File: config.mk
export PLATFORM = sky130hd
export DESIGN_NAME = instr_prefetch
export DESIGN_NICKNAME = d
export VERILOG_FILES = /design/src/rtl/rv32_fetch_pkg.sv /design/src/rtl/fetch_fifo.sv /design/src/rtl/instr_prefetch.sv
export SDC_FILE = /design/constraint.sdc
export NUM_CORES = 1
export LEC_CHECK = 0
export CORE_MARGIN = 1
export CORE_UTILIZATION = 57
export CTS_CLUSTER_SIZE = 10
export DETAILED_ROUTE_END_ITERATION = 10
export PLACE_DENSITY_LB_ADDON = 0.3
export SYNTH_ARGS = -nofsm -noshare
export SYNTH_HDL_FRONTEND = slang
export SYNTH_HIERARCHICAL = 1
export SYNTH_SLANG_ARGS = --single-unit
File: constraint.sdc
create_clock -name clk -period 3.8 [get_ports clk]
set_clock_uncertainty 0.1 [all_clocks]
set_input_delay 0.76 -clock clk [delete_from_list [all_inputs] [get_ports clk]]
set_output_delay 0.76 -clock clk [all_outputs]
set_load 0.05 [all_outputs]
File: src/rtl/rv32_fetch_pkg.sv
// Shared types and constants for the RV32 instruction prefetch stage.
package rv32_fetch_pkg;

  typedef enum logic [1:0] {
    IDLE,
    FETCH,
    FAULT
  } fetch_state_t;

  localparam logic [31:0] RV32_NOP = 32'h0000_0013;
  localparam logic [31:0] PC_STEP  = 32'd4;

  typedef struct packed {
    logic [31:0] pc;
    logic [31:0] data;
    logic        err;
  } fifo_entry_t;

endpackage

File: src/rtl/fetch_fifo.sv
// Power-of-two synchronous FIFO holding fetched words with their PCs.
// Flush has priority over push/pop; push while full is accepted only with a pop.
module fetch_fifo
  import rv32_fetch_pkg::*;
#(
  parameter int unsigned DEPTH = 4
) (
  input  logic                     clk,
  input  logic                     rst_n,
  input  logic                     push_i,
  input  logic                     pop_i,
  input  logic                     flush_i,
  input  fifo_entry_t              push_data_i,
  output fifo_entry_t              head_o,
  output logic [$clog2(DEPTH):0]   count_o
);

  localparam int unsigned AW = $clog2(DEPTH);

  fifo_entry_t      mem_q [DEPTH];
  logic [AW-1:0]    rd_ptr_q, wr_ptr_q;
  logic [AW:0]      count_q;
  logic             do_push, do_pop;

  assign do_pop  = pop_i && (count_q != '0);
  assign do_push = push_i && ((count_q != (AW+1)'(DEPTH)) || do_pop);

  // NOTE: the storage is reset too, so the head reads as zero straight out of reset.
  always_ff @(posedge clk or negedge rst_n) begin
    if (!rst_n) begin
      for (int i = 0; i < int'(DEPTH); i++) mem_q[i] <= '0;
      rd_ptr_q <= '0;
      wr_ptr_q <= '0;
      count_q  <= '0;
    end else if (flush_i) begin
      rd_ptr_q <= '0;
      wr_ptr_q <= '0;
      count_q  <= '0;
    end else begin
      if (do_push) begin
        mem_q[wr_ptr_q] <= push_data_i;
        wr_ptr_q        <= wr_ptr_q + AW'(1);
      end
      if (do_pop) rd_ptr_q <= rd_ptr_q + AW'(1);
      count_q <= count_q + (AW+1)'(do_push) - (AW+1)'(do_pop);
    end
  end

  assign head_o  = mem_q[rd_ptr_q];
  assign count_o = count_q;

endmodule

File: src/rtl/instr_prefetch.sv
// Instruction fetch stage: PC generation, req/gnt issue with credit, redirect/discard, output FIFO.
// Optional macro FETCH_ALIGN_CHECK_EN adds instr_err and the FAULT state for misaligned redirects.
module instr_prefetch
  import rv32_fetch_pkg::*;
#(
  parameter int unsigned DEPTH    = 4,
  parameter logic [31:0] RESET_PC = 32'h0000_0000
) (
  input  logic        clk,
  input  logic        rst,
  input  logic        enable,
  output logic        imem_req,
  output logic [31:0] imem_addr,
  input  logic        imem_gnt,
  input  logic        imem_rvalid,
  input  logic [31:0] imem_rdata,
  input  logic        redirect_valid,
  input  logic [31:0] redirect_pc,
  output logic        instr_valid,
  input  logic        instr_ready,
  output logic [31:0] instr_data,
  output logic [31:0] instr_pc
`ifdef FETCH_ALIGN_CHECK_EN
  ,
  output logic        instr_err
`endif
);

  localparam int unsigned CW = $clog2(DEPTH) + 1;

  fetch_state_t  state_q, state_d;
  logic [31:0]   fetch_pc_q, fetch_pc_d, resp_pc_q, resp_pc_d;
  logic [CW-1:0] outstanding_q, outstanding_d, discard_q, discard_d, count;
  logic          credit, grant, push, pop, redirect_fault;
  logic [31:0]   redirect_pc_aligned;
  fifo_entry_t   push_entry, head;

  assign redirect_pc_aligned = redirect_pc & ~32'h3;
  assign credit   = ({1'b0, count} + {1'b0, outstanding_q}) < (CW+1)'(DEPTH);
  assign imem_req  = (state_q == FETCH) && enable && credit && !redirect_valid;
  assign imem_addr = fetch_pc_q;
  assign grant     = imem_req && imem_gnt;
  assign pop       = instr_valid && instr_ready && !redirect_valid;

`ifdef FETCH_ALIGN_CHECK_EN
  logic        fault_pend_q, fault_pend_d;
  logic [31:0] fault_pc_q, fault_pc_d;
  logic        fifo_full;
  assign redirect_fault = redirect_valid && (redirect_pc[1:0] != 2'b00);
  assign fifo_full      = (count == CW'(DEPTH));
`else
  assign redirect_fault = 1'b0;
`endif

  // NOTE: every output of this block gets a default first, so no path can infer a latch.
  always_comb begin
    state_d       = state_q;
    fetch_pc_d    = fetch_pc_q;
    resp_pc_d     = resp_pc_q;
    outstanding_d = outstanding_q + CW'(grant) - CW'(imem_rvalid);
    discard_d     = discard_q;
    push          = 1'b0;
    push_entry    = '{pc: resp_pc_q, data: imem_rdata, err: 1'b0};

    if (grant) fetch_pc_d = fetch_pc_q + PC_STEP;

    case (state_q)
      IDLE:    if (enable) state_d = FETCH;
      FETCH:   if (!enable) state_d = IDLE;
      default: state_d = state_q;
    endcase

    // Every word still in flight at a redirect belongs to the old stream.
    if (redirect_valid) begin
      fetch_pc_d = redirect_pc_aligned;
      resp_pc_d  = redirect_pc_aligned;
      discard_d  = outstanding_d;
      if (redirect_fault)         state_d = FAULT;
      else if (state_q == FAULT)  state_d = enable ? FETCH : IDLE;
    end else if (imem_rvalid) begin
      if (discard_q != '0) begin
        discard_d = discard_q - CW'(1);
      end else begin
        push      = 1'b1;
        resp_pc_d = resp_pc_q + PC_STEP;
      end
    end

`ifdef FETCH_ALIGN_CHECK_EN
    // In FAULT every response is already marked for discard, so this push never collides.
    fault_pend_d = fault_pend_q;
    fault_pc_d   = fault_pc_q;
    if (redirect_valid) begin
      fault_pend_d = redirect_fault;
      fault_pc_d   = redirect_pc;
    end else if (fault_pend_q && (!fifo_full || pop)) begin
      push         = 1'b1;
      push_entry   = '{pc: fault_pc_q, data: RV32_NOP, err: 1'b1};
      fault_pend_d = 1'b0;
    end
`endif
  end

  // NOTE: state registers use non-blocking assignments so all flops update together.
  always_ff @(posedge clk or negedge rst) begin
    if (!rst) begin
      state_q       <= IDLE;
      fetch_pc_q    <= RESET_PC;
      resp_pc_q     <= RESET_PC;
      outstanding_q <= '0;
      discard_q     <= '0;
    end else begin
      state_q       <= state_d;
      fetch_pc_q    <= fetch_pc_d;
      resp_pc_q     <= resp_pc_d;
      outstanding_q <= outstanding_d;
      discard_q     <= discard_d;
    end
  end

`ifdef FETCH_ALIGN_CHECK_EN
  always_ff @(posedge clk or negedge rst) begin
    if (!rst) begin
      fault_pend_q <= 1'b0;
      fault_pc_q   <= '0;
    end else begin
      fault_pend_q <= fault_pend_d;
      fault_pc_q   <= fault_pc_d;
    end
  end
`endif

  fetch_fifo #(.DEPTH(DEPTH)) u_fifo (
    .clk         (clk),
    .rst_n       (rst),
    .push_i      (push),
    .pop_i       (pop),
    .flush_i     (redirect_valid),
    .push_data_i (push_entry),
    .head_o      (head),
    .count_o     (count)
  );

  assign instr_valid = (count != '0);
  assign instr_data  = head.data;
  assign instr_pc    = head.pc;

`ifdef FETCH_ALIGN_CHECK_EN
  assign instr_err = head.err;
`else
  logic unused_head_err;
  assign unused_head_err = head.err;
`endif

endmodule

==> tab_implementation.tex <==
\begin{tabular}{lr}
\hline
Metric & Value \\
\hline
\multicolumn{2}{l}{\textbf{Status}} \\
Result of the run & complete, but fails checks \\
Violated checks & design-rule violations \\
\multicolumn{2}{l}{\textbf{Die}} \\
Top Ports & 169 \\
Die footprint & 27,600 um\^{}2 \\
Initial cell density of the core & 58.5\% \\
Die W & 166 um \\
Num rows & 59 \\
Height of the chip & 166 um \\
Placeable Area & around 26,000 um\^{}2 \\
\multicolumn{2}{l}{\textbf{Placed design}} \\
Count of placed standard cells including taps & about 1,600 \\
Placed cell area & around 18,000 um\^{}2 \\
Pre-CTS setup slack & $\sim$0.39 ns \\
Estimated wirelength of the detail-placed design & 22,100 um \\
Routability cong. & 0.855 \\
Port-buffer cells & between 150 and 200 \\
\multicolumn{2}{l}{\textbf{STA}} \\
Final setup margin & 0.299 ns \\
Count of final hold-check violations & 0 \\
Setup TNS & 0 ns \\
Number of pins exceeding their max-slew limit in the final report & 0 \\
Setup repair after global routing missed its margin & false \\
Slew at the pin closest to its max-slew limit & 0.939 ns \\
Timing-limited maximum frequency & 0.286 GHz \\
Setup violators final & 0 \\
Fin crit period & 3.50 ns \\
Worst hold margin & between 0.2 and 0.3 ns \\
Worst max-slew margin expressed relative to the limit & between 30\% and 40\% \\
Final worst-path cycle share & a little over 90\% \\
\multicolumn{2}{l}{\textbf{Logic synthesis}} \\
Average footprint of a synthesized cell & $\sim$14 um\^{}2 \\
Cells after Synth & 1,077 \\
Area of the mapped netlist & 15,300 um\^{}2 \\
Yosys Warn Count & 6 \\
\multicolumn{2}{l}{\textbf{Power and ir drop}} \\
P\_sw & 3.78 mW \\
Switching power as a share of total power & 33.4\% \\
Clock share of power & between 20\% and 30\% \\
Leakage power & 8.25 nW \\
Cell-internal power & 7.53 mW \\
Pwr dens & 608 nW/um\^{}2 \\
Total power & 11.3 mW \\
Reg power frac & 39.6\% \\
Max IR drop VDD & roughly 0.30 mV \\
Combinational group share of total power & 31.7\% \\
\multicolumn{2}{l}{\textbf{Global route}} \\
Via count of the first global-routing pass & 10,500 \\
Gr usage total & a little over a quarter \\
Global-route wire length before repair & 57,600 um \\
Antenna violations before repair & 0 \\
Remaining global-route overflow & 0 \\
Pin count of the biggest net entering global routing & 120 \\
\multicolumn{2}{l}{\textbf{Detailed routing}} \\
Number of antenna-violating nets in the routed design & 0 \\
Routed via count divided by cell count & between 6 and 7 \\
DR vias & 9,836 \\
Routed wirelength normalized by instance count & 21.6 um \\
DRC violation total after the first TritonRoute iteration & 678 \\
Final wirelength & 34,700 um \\
Length of the first detailed-routing pass in iterations & 8 \\
Number of DRC violations after detailed routing & 14 \\
\multicolumn{2}{l}{\textbf{Critical path}} \\
Cell-by-cell trace of the critical path & buf\_4 > mux4\_2 > clkdlybuf4s50\_1 \\
Cell depth of the worst setup path & 3 \\
Crit path largest cell delay & 0.76 ns \\
Slowest stage cell on the critical path & sky130\_fd\_sc\_hd\_\_dfrtp\_2 \\
Endpoint type of the worst setup path & primary output \\
Kind of cell adding the most delay to the critical path & buffers and inverters \\
Maximum net fanout on the critical path & 19 \\
Arrival time of the worst setup path & roughly 2.6 ns \\
R2R cell count & 12 \\
Kind of critical path & reg2out \\
Endpoint required time on the critical path & 2.94 ns \\
Buffers \& Inverters on Critical Path & 2 \\
Kind of start point of the critical path & flip-flop \\
\multicolumn{2}{l}{\textbf{Finish}} \\
Layout overhead on the synthesized area & 21.4\% \\
Layout Utilization & 71.0\% \\
Count of non-filler cells in the finished layout & 1,608 \\
Most frequent standard cell in the layout excluding fill and tap cells & sky130\_fd\_sc\_hd\_\_dfrtp\_1 \\
Fraction of layout instances using a drive strength above 1 & about 33\% \\
Antenna diode count & 0 \\
Cell area after layout & about 19,000 um\^{}2 \\
Most frequent cells in the layout & 329 x sky130\_fd\_sc\_hd\_\_dfrtp\_1, 260 x sky130\_fd\_sc\_hd\_\_mux2\_2, 162 x sky130\_fd\_sc\_hd\_\_clkdlybuf4s50\_1 \\
Net count, final & $\sim$1,400 \\
\multicolumn{2}{l}{\textbf{Clock network}} \\
Number of buffers inserted for hold repair after clock tree synthesis & 0 \\
Clock Root Buffer & sky130\_fd\_sc\_hd\_\_clkbuf\_16 \\
Total clock buffers created by CTS & 39 \\
Resized Gates After CTS & 0 \\
Number of H-tree levels & 2 \\
Clock slew seen by the registers of the worst setup and hold paths & 0.06 ns \\
Clock tree sinks & 331 \\
Setup repair bufs after CTS & 0 \\
TritonCTS clock tree & yes \\
Buffer levels on the longest clock path & 3 \\
Worst-Skew Late Latency & 0.51 ns \\
\multicolumn{2}{l}{\textbf{Min path}} \\
Worst min-delay path class & in2async \\
\multicolumn{2}{l}{\textbf{Job}} \\
Max-Cap Viols & 0 \\
\hline
\end{tabular}
==> power groups by stage <==
stage          combinational (mW)  sequential [mW]  clock [mW]
5_1_grt                      3.76             4.55        3.46
3_5_place_dp                 3.59             4.52           0
2_1_floorplan                2.39             4.50           0
6_report                     3.59             4.48        3.24
4_1_cts                      3.61             4.47        3.31
3_3_place_gp                 3.52             4.48           0
==> area by class of cell <==
class | count | area, um^2
fillers | 1752 | 7600
repair buffers | 199 | 2070
flip-flops and latches | 331 | 8290
clock buffers | 49 | 1080
inverters | 18 | 67.6
multi-input cells | 676 | 6690
well taps | 335 | 419
==> path summary, 6_finish.rpt <==
| path | from | to | slack (ns) |
|---|---|---|---|
| min in group clk | u_fifo/mem_q[114] | u_fifo/mem_q[114] | 0.40 |
| setup / recovery | u_fifo/rd_ptr_q[1] | instr_pc[5] | 0.30 |
| hold / removal | rst | u_fifo/mem_q[54] | 0.25 |
| hold reg to reg | u_fifo/mem_q[114] | u_fifo/mem_q[114] | 0.40 |
| max in group asynchronous | rst | resp_pc_q[5] | 2.51 |
| setup reg to reg | u_fifo/count_o[1] | u_fifo/count_o[2] | 0.62 |
==> routing by layer <==
| metal | GRT usage [%] | vias up | routed length (um) |
|---|---|---|---|
| met4 | 6.01 | 0 | 602 |
| met1 | 37.7 | 5118 | 15100 |
| met2 | 43.0 | 322 | 17000 |
| met3 | 3.74 | 58 | 1990 |
| met5 | 0 | - | 0 |
| li1 | - | 4338 | - |
==> sequential cells by signal (all words and copies together) (netlist names) <==
name	cells
u_fifo/wr_ptr_q	2
u_fifo/count_o	3
u_fifo/rd_ptr_q	2
outstanding_q	3
resp_pc_q	30
discard_q	3
imem_addr	30
u_fifo/mem_q	256
state_q	2
==> worst reg2reg max path, delay by kind of cell (launching register included) <==
family | cells | cell delay (ns)
xor gates and xnor gates | 1 | 0.16
adders and majority gates | 3 | 0.76
buffers and inverters | 2 | 0.12
DFF | 1 | 0.49
and+or+nand+nor | 6 | 1.47
Note: power is estimated with default switching activity, not from simulation.
